`config.mk`:
```
export PLATFORM = sky130hd
export DESIGN_NAME = pipe_stage_elastic
export DESIGN_NICKNAME = d
export VERILOG_FILES = /design/src/rtl/pipe_stage_elastic.sv
export SDC_FILE = /design/constraint.sdc
export NUM_CORES = 1
export LEC_CHECK = 0
export ABC_AREA = 1
export ABC_CLOCK_PERIOD_IN_PS = 1600
export CORE_MARGIN = 4
export CORE_UTILIZATION = 51
export DETAILED_ROUTE_END_ITERATION = 6
export PLACE_DENSITY = 0.77
export SYNTH_ARGS = -nofsm -noshare
export SYNTH_HDL_FRONTEND = slang
export SYNTH_SLANG_ARGS = --single-unit
```
`constraint.sdc`:
```
create_clock -name clk -period 1.6 [get_ports clk]
set_input_delay 0.48 -clock clk [delete_from_list [all_inputs] [get_ports clk]]
set_output_delay 0.48 -clock clk [all_outputs]
set_load 0.02 [all_outputs]
```
`src/rtl/pipe_stage_elastic.sv`:
```
// ---------------------------------------------------------------------------
// pipe_stage_elastic
//
// Purpose:
//   Inter-stage pipeline register (EX/MEM, MEM/WB and later stages) using a
//   valid/ready handshake instead of a bare write-enable. Entries are held in
//   a two-entry skid buffer. Because of the skid entry, in_ready depends only
//   on registered state and flush, so downstream back-pressure never has a
//   combinational path to the upstream stage. Control bits are gated to zero
//   whenever the stage holds no valid entry. Data bits are not gated. A
//   saturating counter records stall cycles for performance debug.
//
// Parameters:
//   CTRL_W    width of the control bundle (MemWrite, MemRead, RegWrite, ...)
//   DATA_W    width of the data bundle (ALU value, store data, dest reg, ...)
//   CNT_W     width of the stall counter
//
// Ports:
//   clk        in   rising-edge clock
//   rst_n      in   asynchronous active-low reset
//   in_valid   in   upstream entry valid
//   in_ready   out  stage can accept (state and flush only)
//   in_ctrl    in   upstream control bits
//   in_data    in   upstream data bits
//   out_valid  out  head entry valid
//   out_ready  in   downstream accepts the head entry
//   out_ctrl   out  head control bits, all-zero when out_valid=0
//   out_data   out  head data bits, shown even when out_valid=0
//   flush      in   synchronous kill of all held and incoming entries
//   stall_cnt  out  saturating count of cycles with out_valid && !out_ready
// ---------------------------------------------------------------------------
module pipe_stage_elastic #(
   parameter int CTRL_W = 4,
   parameter int DATA_W = 36,
   parameter int CNT_W  = 16
) (
   input  logic              clk,
   input  logic              rst_n,
   input  logic              in_valid,
   output logic              in_ready,
   input  logic [CTRL_W-1:0] in_ctrl,
   input  logic [DATA_W-1:0] in_data,
   output logic              out_valid,
   input  logic              out_ready,
   output logic [CTRL_W-1:0] out_ctrl,
   output logic [DATA_W-1:0] out_data,
   input  logic              flush,
   output logic [CNT_W-1:0]  stall_cnt
);

   // The state encodes both valid bits. The main entry is valid in ONE and
   // FULL. The skid entry is valid only in FULL.
   typedef enum logic [1:0] {
      EMPTY = 2'd0,
      ONE   = 2'd1,
      FULL  = 2'd2
   } stageState_t;

   localparam logic [CNT_W-1:0] CNT_ONE = {{(CNT_W-1){1'b0}}, 1'b1};
   localparam logic [CNT_W-1:0] CNT_MAX = {CNT_W{1'b1}};

   stageState_t       state;
   stageState_t       nextState;

   logic [CTRL_W-1:0] mainCtrl;
   logic [DATA_W-1:0] mainData;
   logic [CTRL_W-1:0] skidCtrl;
   logic [DATA_W-1:0] skidData;

   logic              mainValid;
   logic              accept;
   logic              pop;
   logic              loadMainFromIn;
   logic              loadMainFromSkid;
   logic              loadSkid;
   logic [CNT_W-1:0]  stallCount;

   // The handshake terms are derived here.
   // in_ready is gated with rst_n so it reads 0 while reset is held. It
   // becomes 1 on the first cycle after release without waiting for an edge.
   // Flush blocks acceptance so an incoming entry cannot escape the kill.
   assign mainValid = (state != EMPTY);
   assign in_ready  = rst_n && (state != FULL) && !flush;
   assign out_valid = mainValid;
   assign accept    = in_valid && in_ready;
   assign pop       = mainValid && out_ready;

   // Only the control bundle is gated on bubbles. This prevents a stale
   // RegWrite or MemWrite from acting downstream. Data passes through
   // untouched because nothing consumes it without a valid control bit.
   assign out_ctrl  = mainCtrl & {CTRL_W{mainValid}};
   assign out_data  = mainData;
   assign stall_cnt = stallCount;

   // The state register resets asynchronously so the outputs clear
   // immediately, even in the middle of a transfer.
   always_ff @(posedge clk or negedge rst_n) begin
      if (!rst_n) begin
         state <= EMPTY;
      end else begin
         state <= nextState;
      end
   end

   // Next-state and load-select logic.
   // Flush overrides every other event and empties the stage. A pop in the
   // same cycle still completes downstream, because out_valid was already
   // presented for that cycle. When the stage is ONE and both accept and pop
   // occur, the new entry goes straight into main. This keeps throughput at
   // one entry per cycle without using the skid entry.
   always_comb begin
      nextState        = state;
      loadMainFromIn   = 1'b0;
      loadMainFromSkid = 1'b0;
      loadSkid         = 1'b0;
      if (flush) begin
         nextState = EMPTY;
      end else begin
         case (state)
            EMPTY: begin
               if (accept) begin
                  nextState      = ONE;
                  loadMainFromIn = 1'b1;
               end
            end
            ONE: begin
               if (accept && pop) begin
                  loadMainFromIn = 1'b1;
               end else if (accept) begin
                  nextState = FULL;
                  loadSkid  = 1'b1;
               end else if (pop) begin
                  nextState = EMPTY;
               end
            end
            FULL: begin
               if (pop) begin
                  nextState        = ONE;
                  loadMainFromSkid = 1'b1;
               end
            end
            default: begin
               nextState = EMPTY;
            end
         endcase
      end
   end

   // Main (head) register.
   // It loads either the incoming entry or the older skid entry. Its contents
   // are kept across flushes, so only the valid bits change on a kill.
   always_ff @(posedge clk or negedge rst_n) begin
      if (!rst_n) begin
         mainCtrl <= '0;
         mainData <= '0;
      end else if (loadMainFromSkid) begin
         mainCtrl <= skidCtrl;
         mainData <= skidData;
      end else if (loadMainFromIn) begin
         mainCtrl <= in_ctrl;
         mainData <= in_data;
      end
   end

   // Skid register.
   // It catches the one entry accepted in the cycle that downstream stalls.
   // This is what lets in_ready stay registered.
   always_ff @(posedge clk or negedge rst_n) begin
      if (!rst_n) begin
         skidCtrl <= '0;
         skidData <= '0;
      end else if (loadSkid) begin
         skidCtrl <= in_ctrl;
         skidData <= in_data;
      end
   end

   // Stall counter.
   // It counts every cycle where the head is offered but refused, and it
   // sticks at all-ones. Flush does not clear it, so the count covers the
   // whole run since reset.
   always_ff @(posedge clk or negedge rst_n) begin
      if (!rst_n) begin
         stallCount <= '0;
      end else if (mainValid && !out_ready && (stallCount != CNT_MAX)) begin
         stallCount <= stallCount + CNT_ONE;
      end
   end

endmodule

```
==> impl_metrics.toml, run 1 <==
[status]
run_status = "aborted with a tool error"
stop_stage = "5_1_grt"
firstError = "[ERROR DPL-0033] detailed placement checks failed during check placement."

[synthesis]
synth_ff_type = "dfrtp_1"
synth_cell_types = 24
synth-seq-cells = 98
yosys.cell_count.top_type = "nand2_1"
ys_seq_area_share_pct = 51.8
ys_top_cells_by_count = "nand2_1, dfrtp_1, nor2_1, inv_1, nand3_1"
synth_enable_flop_cells = 0
avgSynthCellArea_um2 = 7.69
synthArstFlopShare_pct = 100
synth.area.top_cells = "dfrtp_1, nand2_1, nand3_1, nor2_1, inv_1"
synth_top_area_share_pct = 51.8
synth_top_cell_by_area = "dfrtp_1"
synth_nets = 662
syn_inst = 616
yosys_warnings = 0
syn_area_um2 = 4730

[floorplan]
row_count = 34
dieWidth_um = 104
io_pins = 103
die_h_um = 104
start_util_pct = 53.3

[placement]
place_congestion = 0.822
dpl_cell_area_um2 = 6090
numPortBuffers = 102
hpwl_um = 7850

[cts]
htree_levels = 3
cts.sinks = 98
cts-root-buf = "clkbuf_8"
cts_buffer_depth = 2
cts_buffers = 9

[sta]
worst-ep-kind = "register input"
grt_repair_worst_endpoint = "out_data[31]$_DFFE_PN0P_/D"

[grt]
grt_max_degree = 66
antenna_found_initial = 0
## stage by stage
| stage | worst slack, ns | utilization, % | TNS [ns] | cells |
|---|---|---|---|---|
| 2_1_floorplan | 0.00438 | - | 0 | 616 |
| 3_3_place_gp | -0.589 | 68.5 | -56.96 | 833 |
| 3_5_place_dp | -0.594 | 68.5 | -61.97 | 833 |
| 4_1_cts | -0.230 | 85.7 | -11.97 | 901 |
## cell families after synthesis
group | share of synthesized area [%]
AND/OR/NAND/NOR | 28.6
AO/OA/AOI/OAI | 9.01
adder cells (fa/ha/maj) | 0.264
XOR/XNOR | 1.66
buffers and inverters | 8.67
flip-flops | 51.8
## what timing repair did
| action | in CTS |
|---|---|
| resized for setup | 270 |
| pin swaps | 42 |
| buffers inserted | 30 |
| setup endpoints to repair | 143 |
| hold buffers | 0 |
| cloned | 23 |
==> run 2, diff against run 1 <==
Settings changed: CORE_UTILIZATION 51 to 40, PLACE_DENSITY 0.77 to default, PLACE_DENSITY_LB_ADDON from default to 0.15.
==> impl_metrics.toml, run 2 <==
[status]
run_status = "finished with violations"
violations = "negative setup slack"

[critical_path]
critical_path_class = "input pin to flip-flop"
crit_arrival_ns = 2.04
worstSetupEndpointType = "flip-flop"
cp_data_required_time_ns = 1.84
start_kind = "input pin"
crit_fanout = 5

[synthesis]
synth_enable_flop_cells = 0
synth_ff_type = "dfrtp_1"
syn_inst = 616
synth.area.top_cells = "dfrtp_1, nand2_1, nand3_1, nor2_1, inv_1"
syn_area_um2 = 4730
synth_nets = 662
synthAdderAreaFrac_pct = 0.264
synth-seq-cells = 98
synth_compound_area_share_pct = 9.01
synth_top_cell_by_area = "dfrtp_1"
synthArstFlopShare_pct = 100
yosys.cell_count.top_type = "nand2_1"
synthMuxAreaShare_pct = 0
ys_seq_area_share_pct = 51.8
yosys.area_share.xor_xnor_pct = 1.66
yosys_warnings = 0
synth-simple-area-share_pct = 28.6
avgSynthCellArea_um2 = 7.69
synth_top_family_by_area = "simple AND/OR/NAND/NOR gates"
ys_top_cells_by_count = "nand2_1, dfrtp_1, nor2_1, inv_1, nand3_1"
synth_cell_types = 24
synth_top_area_share_pct = 51.8

[placement]
place_congestion = 0.856
numPortBuffers = 102
post-place-ws_ns = -0.615
hpwl_um = 8020

[cts]
cts_buffer_depth = 2
htree_levels = 3
cts-root-buf = "clkbuf_16"
cts_buffers = 9
cts.sinks = 98
clock_latency_ns = 0.35
cts_tree = "yes"
clk_pin_slew_worst_paths_ns = 0.07

[grt]
antenna_found_initial = 0
grt_max_degree = 62
grt_pass1_wl_um = 26200
grt_pass1_vias = 5049
grt_use_total_pct = 25.2
grt-ovfl-total = 0

[sta]
fin_skew_ns = 0.00764
slew_headroom_pct = 60.9
finalSetupViolCount = 87
max_freq_mhz = 554
rsz0062_at_grt = "true"
worst_slack_ns = -0.204
hold_viol_final = 0
min_period_ns = 1.80
fin_crit_sh_pct = 113
worst_slew_pin_slew_ns = 0.586
final_max_slew_viol_count = 0

[pwr]
peakVddDrop_uv = 680
powerDensity_nw_per_um2 = 1270
power.leakage_nw = 4.16
power.total_mw = 10.4

[floorplan]
dieArea_um2 = 13600
dieWidth_um = 117
start_util_pct = 41.1
row_count = 39
coreArea_um2 = 11500
die_h_um = 117
io_pins = 103

[finish]
final_cell_mix = "nand2_1, dfrtp_1, inv_1, dlygate4sd2_1, clkdlybuf4s50_1"
antenna_cells = 0
area_growth_pct = 72.5
mostFrequentLayoutCell = "nand2_1"
drive_gt1_share_pct = 34.0
fillers = 856
nets = 840

[drt]
dr.pass1.iters = 4
viasPerCell = 5.07
first_iter_violations = 283
wl_per_cell_um = 17.4
remaining_drc_errors = 0
wl_um = 16400
antenna_left = 0
dr_total_vias = 4779

[worst_hold_path]
min_path_type = "input pin to async pin"

[flow_run]
cap_violations = 0
==> run 2: cell counts after synthesis <==
No cell type changed its count.
==> run 2: path summary, 6_finish.rpt <==
kind | slack (ns) | endpoint | from | cells past startpoint
max | -0.20 | skidData[29] | in_valid | 8
min | 0.23 | stall_cnt[2] | rst_n | 2
max reg2reg | -0.19 | skidData[29] | state[1] | 10
min reg2reg | 0.51 | out_data[5] | out_data[5] | 2
max in group asynchronous | 0.39 | stall_cnt[0] | rst_n | 3
min in group clk | 0.51 | out_data[5] | out_data[5] | 2
==> run 2: layout make-up <==
type	instances	area, µm²	share of cell area [%]
Clock buffer	12	256	3.14
Clock inverter	4	50.0	0.613
Inverter	63	239	2.93
Multi-Input combinational cell	423	2550	31.2
Sequential cell	98	2460	30.1
Tap cell	143	179	2.19
Timing Repair Buffer	199	2440	29.8
==> run 2: worst max-delay path, stage by stage <==
cell and delay, ns:
clkdlybuf4s50_1 0.50, nand4_1 0.15, or2_4 0.34, buf_6 0.16, buf_12 0.13, buf_16 0.14
nor2_4 0.09, a21oi_2 0.04
==> run 2: what timing repair did <==
| item | CTS | global route |
|---|---|---|
| pin swaps | 32 | 20 |
| setup endpoints to repair | 140 | 112 |
| hold buffers | 0 | 0 |
| cloned | 25 | 1 |
| gates resized for setup | 263 | 81 |
| buffers inserted | 27 | 7 |
| hold endpoints to repair | 0 | 0 |
==> run 2: per-layer routing <==
layer / track usage, % / vias up / wire [µm]
met3: 5.19 / 28 / 890
met1: 33.2 / 2328 / 6980
met5: 0 / - / 0
met4: 8.26 / 0 / 333
li1: - / 2297 / -
met2: 41.8 / 126 / 8170
==> run 2: report_power, final <==
part | switching [mW] | internal [mW]
Combinational | 2.25 | 1.91
Clock | 0.971 | 1.30
Sequential | 0.547 | 3.44
==> run 2: kinds of logic (layout without fill, tap and decap cells) <==
family                     Yosys count  in the layout
DFF                                 98             98
xor gates and xnor gates             9              9
buffers and inverters               95            278
adders and majority gates            1              1
and+or+nand+nor                    330            330
AOI/OAI and AO/OA                   83             83
==> run 2: stage by stage <==
stage | instances | instance area [µm²] | hold slack [ns] | utilization, % | setup TNS [ns]
after floorplan | 616 | 4740 | 0.184 | - | 0
after global placement | 874 | 6190 | 0.469 | 53.8 | -56.34
after detailed placement | 874 | 6190 | 0.475 | 53.8 | -60.31
after CTS | 941 | 8000 | 0.368 | 69.5 | -11.77
after global routing | 942 | 8170 | 0.283 | 70.9 | -17.73
final | 942 | 8170 | 0.234 | 70.9 | -12.11
Power figures use the tool's default switching activity.
